===== src/rtl/aes_pkg.sv =====
// Shared constants and controller state encoding for the AES stream-mode controller.
package aes_pkg;

  localparam int unsigned KEYLEN_W = 4;

  localparam logic [KEYLEN_W-1:0] AES_128_BIT_KEY = 4'h0;
  localparam logic [KEYLEN_W-1:0] AES_256_BIT_KEY = 4'h2;

  localparam logic AES_ENCIPHER = 1'b1;
  localparam logic AES_DECIPHER = 1'b0;

  localparam logic MODE_ECB = 1'b0;
  localparam logic MODE_CBC = 1'b1;

  typedef enum logic [3:0] {
    ST_IDLE      = 4'd0,
    ST_KEY_INIT  = 4'd1,
    ST_KEY_GUARD = 4'd2,
    ST_KEY_WAIT  = 4'd3,
    ST_ACCEPT    = 4'd4,
    ST_BLK_NEXT  = 4'd5,
    ST_BLK_GUARD = 4'd6,
    ST_BLK_WAIT  = 4'd7,
    ST_OUTPUT    = 4'd8
  } cbc_state_t;

endpackage


===== src/rtl/aes_cbc_chain.sv =====
// CBC chaining register plus the pre-core and post-core XOR muxing.
module aes_cbc_chain #(
  parameter int unsigned BLK_W = 128
) (
  input  logic             clk,
  input  logic             reset,
  input  logic             i_load_iv,
  input  logic [BLK_W-1:0] i_iv,
  input  logic             i_update,
  input  logic             i_mode,
  input  logic             i_encdec,
  input  logic [BLK_W-1:0] i_in_blk,
  input  logic [BLK_W-1:0] i_core_result,
  output logic [BLK_W-1:0] o_core_block_c,
  output logic [BLK_W-1:0] o_out_data_c
);
  import aes_pkg::*;

  logic [BLK_W-1:0] r_chain;
  logic             w_cbc_enc;
  logic             w_cbc_dec;

  assign w_cbc_enc = (i_mode == MODE_CBC) && (i_encdec == AES_ENCIPHER);
  assign w_cbc_dec = (i_mode == MODE_CBC) && (i_encdec == AES_DECIPHER);

  // Encrypt chains on ciphertext (core output); decrypt chains on ciphertext (core input).
  always_ff @(posedge clk) begin
    if (reset) begin
      r_chain <= '0;
    end else if (i_load_iv) begin
      r_chain <= i_iv;
    end else if (i_update) begin
      if (w_cbc_enc) begin
        r_chain <= i_core_result;
      end else if (w_cbc_dec) begin
        r_chain <= i_in_blk;
      end
    end
  end

  assign o_core_block_c = w_cbc_enc ? (i_in_blk ^ r_chain) : i_in_blk;
  assign o_out_data_c   = w_cbc_dec ? (i_core_result ^ r_chain) : i_core_result;

endmodule


===== src/rtl/aes_cbc_ctrl.sv =====
// Stream-side ECB/CBC mode controller driving the aes_main init/next/ready handshake.
module aes_cbc_ctrl #(
  parameter int unsigned KEY_W = 256,
  parameter int unsigned BLK_W = 128
) (
  input  logic             clk,
  input  logic             reset,
  input  logic             start,
  input  logic [KEY_W-1:0] key_in,
  input  logic [3:0]       keylen_in,
  input  logic [BLK_W-1:0] iv_in,
  input  logic             mode_in,
  input  logic             encdec_in,
  output logic             busy,
  output logic             msg_done,
  input  logic             s_valid,
  output logic             s_ready,
  input  logic [BLK_W-1:0] s_data,
  input  logic             s_last,
  output logic             m_valid,
  input  logic             m_ready,
  output logic [BLK_W-1:0] m_data,
  output logic             m_last,
  output logic             core_init,
  output logic             core_next,
  output logic             core_encdec,
  output logic [KEY_W-1:0] core_key,
  output logic [3:0]       core_keylen,
  output logic [BLK_W-1:0] core_block,
  input  logic             core_ready,
  input  logic [BLK_W-1:0] core_result
);
  import aes_pkg::*;

  cbc_state_t       r_state;
  cbc_state_t       w_state_nxt;

  logic             r_busy;
  logic             r_s_ready;
  logic             r_m_valid;
  logic             r_m_last;
  logic             r_msg_done;
  logic             r_core_init;
  logic             r_core_next;
  logic             w_busy_nxt;
  logic             w_s_ready_nxt;
  logic             w_m_valid_nxt;
  logic             w_m_last_nxt;
  logic             w_msg_done_nxt;
  logic             w_core_init_nxt;
  logic             w_core_next_nxt;

  logic [KEY_W-1:0] r_key;
  logic [3:0]       r_keylen;
  logic             r_mode;
  logic             r_encdec;
  logic [BLK_W-1:0] r_in;
  logic             r_last;
  logic [BLK_W-1:0] r_m_data;

  logic             w_start_acc;
  logic             w_blk_acc;
  logic             w_result_cap;
  logic [BLK_W-1:0] w_out_data;

  assign w_start_acc  = (r_state == ST_IDLE) && start;
  assign w_blk_acc    = (r_state == ST_ACCEPT) && s_valid;
  assign w_result_cap = (r_state == ST_BLK_WAIT) && core_ready;

  // State and state-decoded outputs, registered together.
  always_ff @(posedge clk) begin
    if (reset) begin
      r_state     <= ST_IDLE;
      r_busy      <= 1'b0;
      r_s_ready   <= 1'b0;
      r_m_valid   <= 1'b0;
      r_m_last    <= 1'b0;
      r_msg_done  <= 1'b0;
      r_core_init <= 1'b0;
      r_core_next <= 1'b0;
    end else begin
      r_state     <= w_state_nxt;
      r_busy      <= w_busy_nxt;
      r_s_ready   <= w_s_ready_nxt;
      r_m_valid   <= w_m_valid_nxt;
      r_m_last    <= w_m_last_nxt;
      r_msg_done  <= w_msg_done_nxt;
      r_core_init <= w_core_init_nxt;
      r_core_next <= w_core_next_nxt;
    end
  end

  always_comb begin
    w_state_nxt    = r_state;
    w_msg_done_nxt = 1'b0;
    case (r_state)
      ST_IDLE:      if (start) w_state_nxt = ST_KEY_INIT;
      ST_KEY_INIT:  w_state_nxt = ST_KEY_GUARD;
      ST_KEY_GUARD: w_state_nxt = ST_KEY_WAIT;
      ST_KEY_WAIT:  if (core_ready) w_state_nxt = ST_ACCEPT;
      ST_ACCEPT:    if (s_valid) w_state_nxt = ST_BLK_NEXT;
      ST_BLK_NEXT:  w_state_nxt = ST_BLK_GUARD;
      ST_BLK_GUARD: w_state_nxt = ST_BLK_WAIT;
      ST_BLK_WAIT:  if (core_ready) w_state_nxt = ST_OUTPUT;
      ST_OUTPUT: begin
        if (m_ready) begin
          if (r_last) begin
            w_state_nxt    = ST_IDLE;
            w_msg_done_nxt = 1'b1;
          end else begin
            w_state_nxt = ST_ACCEPT;
          end
        end
      end
      default:      w_state_nxt = ST_IDLE;
    endcase
    w_busy_nxt      = (w_state_nxt != ST_IDLE);
    w_s_ready_nxt   = (w_state_nxt == ST_ACCEPT);
    w_m_valid_nxt   = (w_state_nxt == ST_OUTPUT);
    w_m_last_nxt    = (w_state_nxt == ST_OUTPUT) && r_last;
    w_core_init_nxt = (w_state_nxt == ST_KEY_INIT);
    w_core_next_nxt = (w_state_nxt == ST_BLK_NEXT);
  end

  // Message config, input block and output block holding registers.
  always_ff @(posedge clk) begin
    if (reset) begin
      r_key    <= '0;
      r_keylen <= '0;
      r_mode   <= 1'b0;
      r_encdec <= 1'b0;
      r_in     <= '0;
      r_last   <= 1'b0;
      r_m_data <= '0;
    end else begin
      if (w_start_acc) begin
        r_key    <= key_in;
        r_keylen <= keylen_in;
        r_mode   <= mode_in;
        r_encdec <= encdec_in;
      end
      if (w_blk_acc) begin
        r_in   <= s_data;
        r_last <= s_last;
      end
      if (w_result_cap) begin
        r_m_data <= w_out_data;
      end
    end
  end

  aes_cbc_chain #(
    .BLK_W (BLK_W)
  ) u_chain (
    .clk            (clk),
    .reset          (reset),
    .i_load_iv      (w_start_acc),
    .i_iv           (iv_in),
    .i_update       (w_result_cap),
    .i_mode         (r_mode),
    .i_encdec       (r_encdec),
    .i_in_blk       (r_in),
    .i_core_result  (core_result),
    .o_core_block_c (core_block),
    .o_out_data_c   (w_out_data)
  );

  assign busy        = r_busy;
  assign msg_done    = r_msg_done;
  assign s_ready     = r_s_ready;
  assign m_valid     = r_m_valid;
  assign m_data      = r_m_data;
  assign m_last      = r_m_last;
  assign core_init   = r_core_init;
  assign core_next   = r_core_next;
  assign core_encdec = r_encdec;
  assign core_key    = r_key;
  assign core_keylen = r_keylen;

endmodule


===== config.mk =====
export PLATFORM = sky130hd
export DESIGN_NAME = aes_cbc_ctrl
export DESIGN_NICKNAME = d
export VERILOG_FILES = /design/src/rtl/aes_pkg.sv /design/src/rtl/aes_cbc_chain.sv /design/src/rtl/aes_cbc_ctrl.sv
export SDC_FILE = /design/constraint.sdc
export NUM_CORES = 2
export LEC_CHECK = 0
export BUFFER_PORTS_ARGS = -buffer_cell sky130_fd_sc_hd__buf_2
export CORE_AREA = 2 2 464 466
export CTS_CLUSTER_SIZE = 14
export DETAILED_ROUTE_END_ITERATION = 10
export DIE_AREA = 0 0 466 468
export PLACE_DENSITY = 0.3
export SLEW_MARGIN = 30
export SYNTH_ARGS = -nofsm -noshare
export SYNTH_HDL_FRONTEND = slang
export SYNTH_SLANG_ARGS = --single-unit

===== constraint.sdc =====
create_clock -name clk -period 3.1 [get_ports clk]
set_input_delay 0.155 -clock clk [delete_from_list [all_inputs] [get_ports clk]]
set_output_delay 0.155 -clock clk [all_outputs]
set_load 0.005 [all_outputs]

==> qor.txt <==
Status: finished, final reports clean
#FFs+latches synth: 658
DRT iter0 DRCs: 1,796
Synth-to-layout area growth: 73.7%
Netlist Area Pre-Place: 28,600 um2
RSZ-0062 raised after global routing: no
Vias in the first global route: 33.5k
CTS sink cnt: 658
Register area: 13,200 um2
Sequential-to-total area share from yosys stat: 46.1%
YS warnings: 0
Top FF cell, synth: dfxtp_1
Syn nets: 4,365
Post-synth ARST share: 0%
DR top layer: met5
Initial Util: 13.4%
Detail Route Antenna Nets: 0
Mapped Avg Cell Area: 7.70 um2
CTS tree: done
Worst Max-Slew Pin Slew: 898 ps
DRT Pass-1 Iters: 5
Kind of critical path: reg2reg
IO buf count: 1,176
Inst Count DP: 7,505
Reg2Reg Setup Slack: 230 ps
Post-Route WL: 196 mm
DIE AREA: 218,000 um2
First-pass GRT wire length: 268 mm
Die Span X: 466 um
Vias/cell: 3.89
Reg2reg start: r_state[1]$_SDFF_PP0_
Worst-case reg-to-reg path depth: 8
CTS clk-pin slew, worst paths: 60 ps
Most frequent cells after synthesis: 1,297 x nand2_1, 658 x dfxtp_1, 392 x a21oi_1
Worst Hold Depth: 5
Min-delay src: start
Final nets: 6,269
Worst-Skew Late Latency: 730 ps
Final Max Tran Viols: 0
WHS Endpoint: core_key[62]$_SDFFE_PP0P_
DP Wirelength: 150 mm
Worst VDD drop: 0.000393 V
Worst Hold Class: in2reg
Req. time, crit path: 3760 ps
Met3 routed WL: 10.7 mm
I/O pins: 1,177
Overall global routing resource usage: 17.3%
Layout cell share with drive strength beyond 1: 25.2%
Core footprint: 213,000 um2
H-tree depth reported by CTS: 3
Most numerous cell in the Yosys netlist: nand2_1
WL met1: 86.4 mm
Multi-input logic area: 14,000 um2
Largest net degree at the start of global routing: 151
CTS Buf Count: 95
Power per standard cell area: 507 nW/um2
Number of synthesized flops with an enable pin: 0
Final setup skew: 35.7 ps
Yosys top cell by area: dfxtp_1
Fin. Hold Viols: 0
Longest Clk Path Bufs: 3
Chip Height: 468 um
Crit start category: flop
Share of the synthesized area in the top cell type: 46.1%
CP Max Fanout: 49
Util after Layout: 23.3%
Root Buffer: clkbuf_16
R2r endpoint: u_chain.r_chain[33]$_SDFFE_PP0P_
Initial antenna violation count: 52
FMAX: 348 MHz
Post-route DRC: 0
Leak Pwr: 20.6 nW
RePlAce Congestion: 0.915
Period utilization: 92.6%
Routed wl met2: 91.1 mm
Cell Count, Final, Fillers Out: 8,555
Ranking of synthesized cells by area: dfxtp_1 46%, nand2_1 17%, a21oi_1 6.9%
Fillcell total: 24.0k
Synth cell types: 34
Total number of vias: 33.3k
Arrival time at the worst endpoint: 3540 ps
Relative slew slack: 40.1%
Row count: 170
GR Overflow Total: 0
DR WL/cell: 23.0 um
Final setup violation count: 0
Crit path time final: 2870 ps
Post-Syn Instances: 3,712
Setup TNS: 0 ps
Crit. End Element: flop
Maximum Capacitance Violations: 0
-- state kept, by name (all words and copies together), names as in the netlist --
name and cells:
core_key 256, m_data 128, r_in 128, u_chain.r_chain 128
core_keylen 4, r_state 4, busy 1, core_encdec 1
core_init 1, core_next 1, m_last 1, m_valid 1
msg_done 1, r_last 1, r_mode 1, s_ready 1
-- layer usage --
metal  vias to the layer above  GRT usage [%]
met5                         -              0
met4                        12           6.54
met3                       274           3.70
met2                      1052           28.3
met1                     15900           22.0
li1                      16100              -
-- repair_timing --
action                                 4_1_cts  5_1_grt
setup endpoints to repair                    1        5
gates resized for setup                      1        5
buffers inserted                             0        3
pin swaps                                    0        1
endpoints found under the hold margin      653        0
hold buffers                               849        0
-- power breakdown --
part,internal [mW],switching (mW)
Clock,6.88,4.88
Combinational,1.91,2.22
Sequential,8.94,0.364
-- worst max-delay path, stage by stage, from the launching register on --
cell           delay (ps)
dfxtp_1               350
nor2_1                280
and3_4                290
buf_12                200
buf_12                270
nand3b_1              120
dlygate4sd3_1         580
o31ai_1                60
dlygate4sd3_1         570
-- how the worst max path moves through the flow --
stage	from	to	cells after the start
floorplan	core_encdec$_SDFFE_PP0P_	core_block[107]	7
global placement	r_mode$_SDFFE_PP0P_	core_block[117]	5
detailed placement	r_mode$_SDFFE_PP0P_	core_block[117]	5
CTS	r_mode$_SDFFE_PP0P_	core_block[51]	6
global route	r_mode$_SDFFE_PP0P_	core_block[42]	6
finish	r_state[1]$_SDFF_PP0_	u_chain.r_chain[33]$_SDFFE_PP0P_	8
-- layout make-up --
cell class | instances | area share, %
Timing Repair Buffer | 2110 | 31.2
Clock inverter | 40 | 1.13
Antenna cell | 24 | 0.121
Multi-Input combinational cell | 2749 | 28.3
Sequential cell | 658 | 26.5
Inverter | 2 | 0.0151
Clock buffer | 134 | 5.53
Tap cell | 2838 | 7.15
-- logic make-up (layout without fill, tap and decap cells) --
| logic type | after synthesis | in the layout | share of synthesized area, % |
|---|---|---|---|
| XOR/XNOR | 256 | 256 | 7.84 |
| AO/OA/AOI/OAI | 654 | 654 | 13.8 |
| other | 0 | 24 | 0 |
| buffers and inverters | 305 | 2286 | 5.13 |
| AND/OR/NAND/NOR | 1839 | 1839 | 27.2 |
| flip-flops | 658 | 658 | 46.1 |
-- stage by stage --
stage | instance area, um2 | total power [mW] | setup WS, ps | hold slack, ps
after floorplan | 28600 | 10.7 | 1530 | 291
after global placement | 37700 | 12.6 | 768 | 388
after detailed placement | 37700 | 12.6 | 795 | 394
after CTS | 49500 | 25.7 | 13.7 | 84.9
after global routing | 49600 | 26.3 | 39.0 | 88.2
final | 49700 | 25.2 | 229 | 122
-- placed cells by master (no fill, tap or decap), types with 2 or more instances in the layout --
cell type      Yosys  routed
a211oi_1         128     128
a21oi_1          392     392
and2_4             0       2
and3_1           131     128
and3_4             1       4
buf_12             0      38
buf_2            130    1175
buf_4             37      46
bufinv_16          0       8
clkbuf_1         122      17
clkbuf_16          0      95
clkbuf_8           0      22
clkinv_16          0       5
clkinv_2           0      21
clkinv_8           0       2
clkinvlp_4         0       3
dfxtp_1          658     658
diode_2            0      24
dlygate4sd3_1      0     849
inv_1              2       2
nand2_1         1297    1296
nand3_4            0       2
nand3b_1         128     128
nor2_1           265     264
nor4_1             2       2
nor4b_1            3       3
o31ai_1          128     128
xnor2_1          128     124
xnor2_2            0       4
xor2_1           128     128
Note: power is estimated with default switching activity, not from simulation.
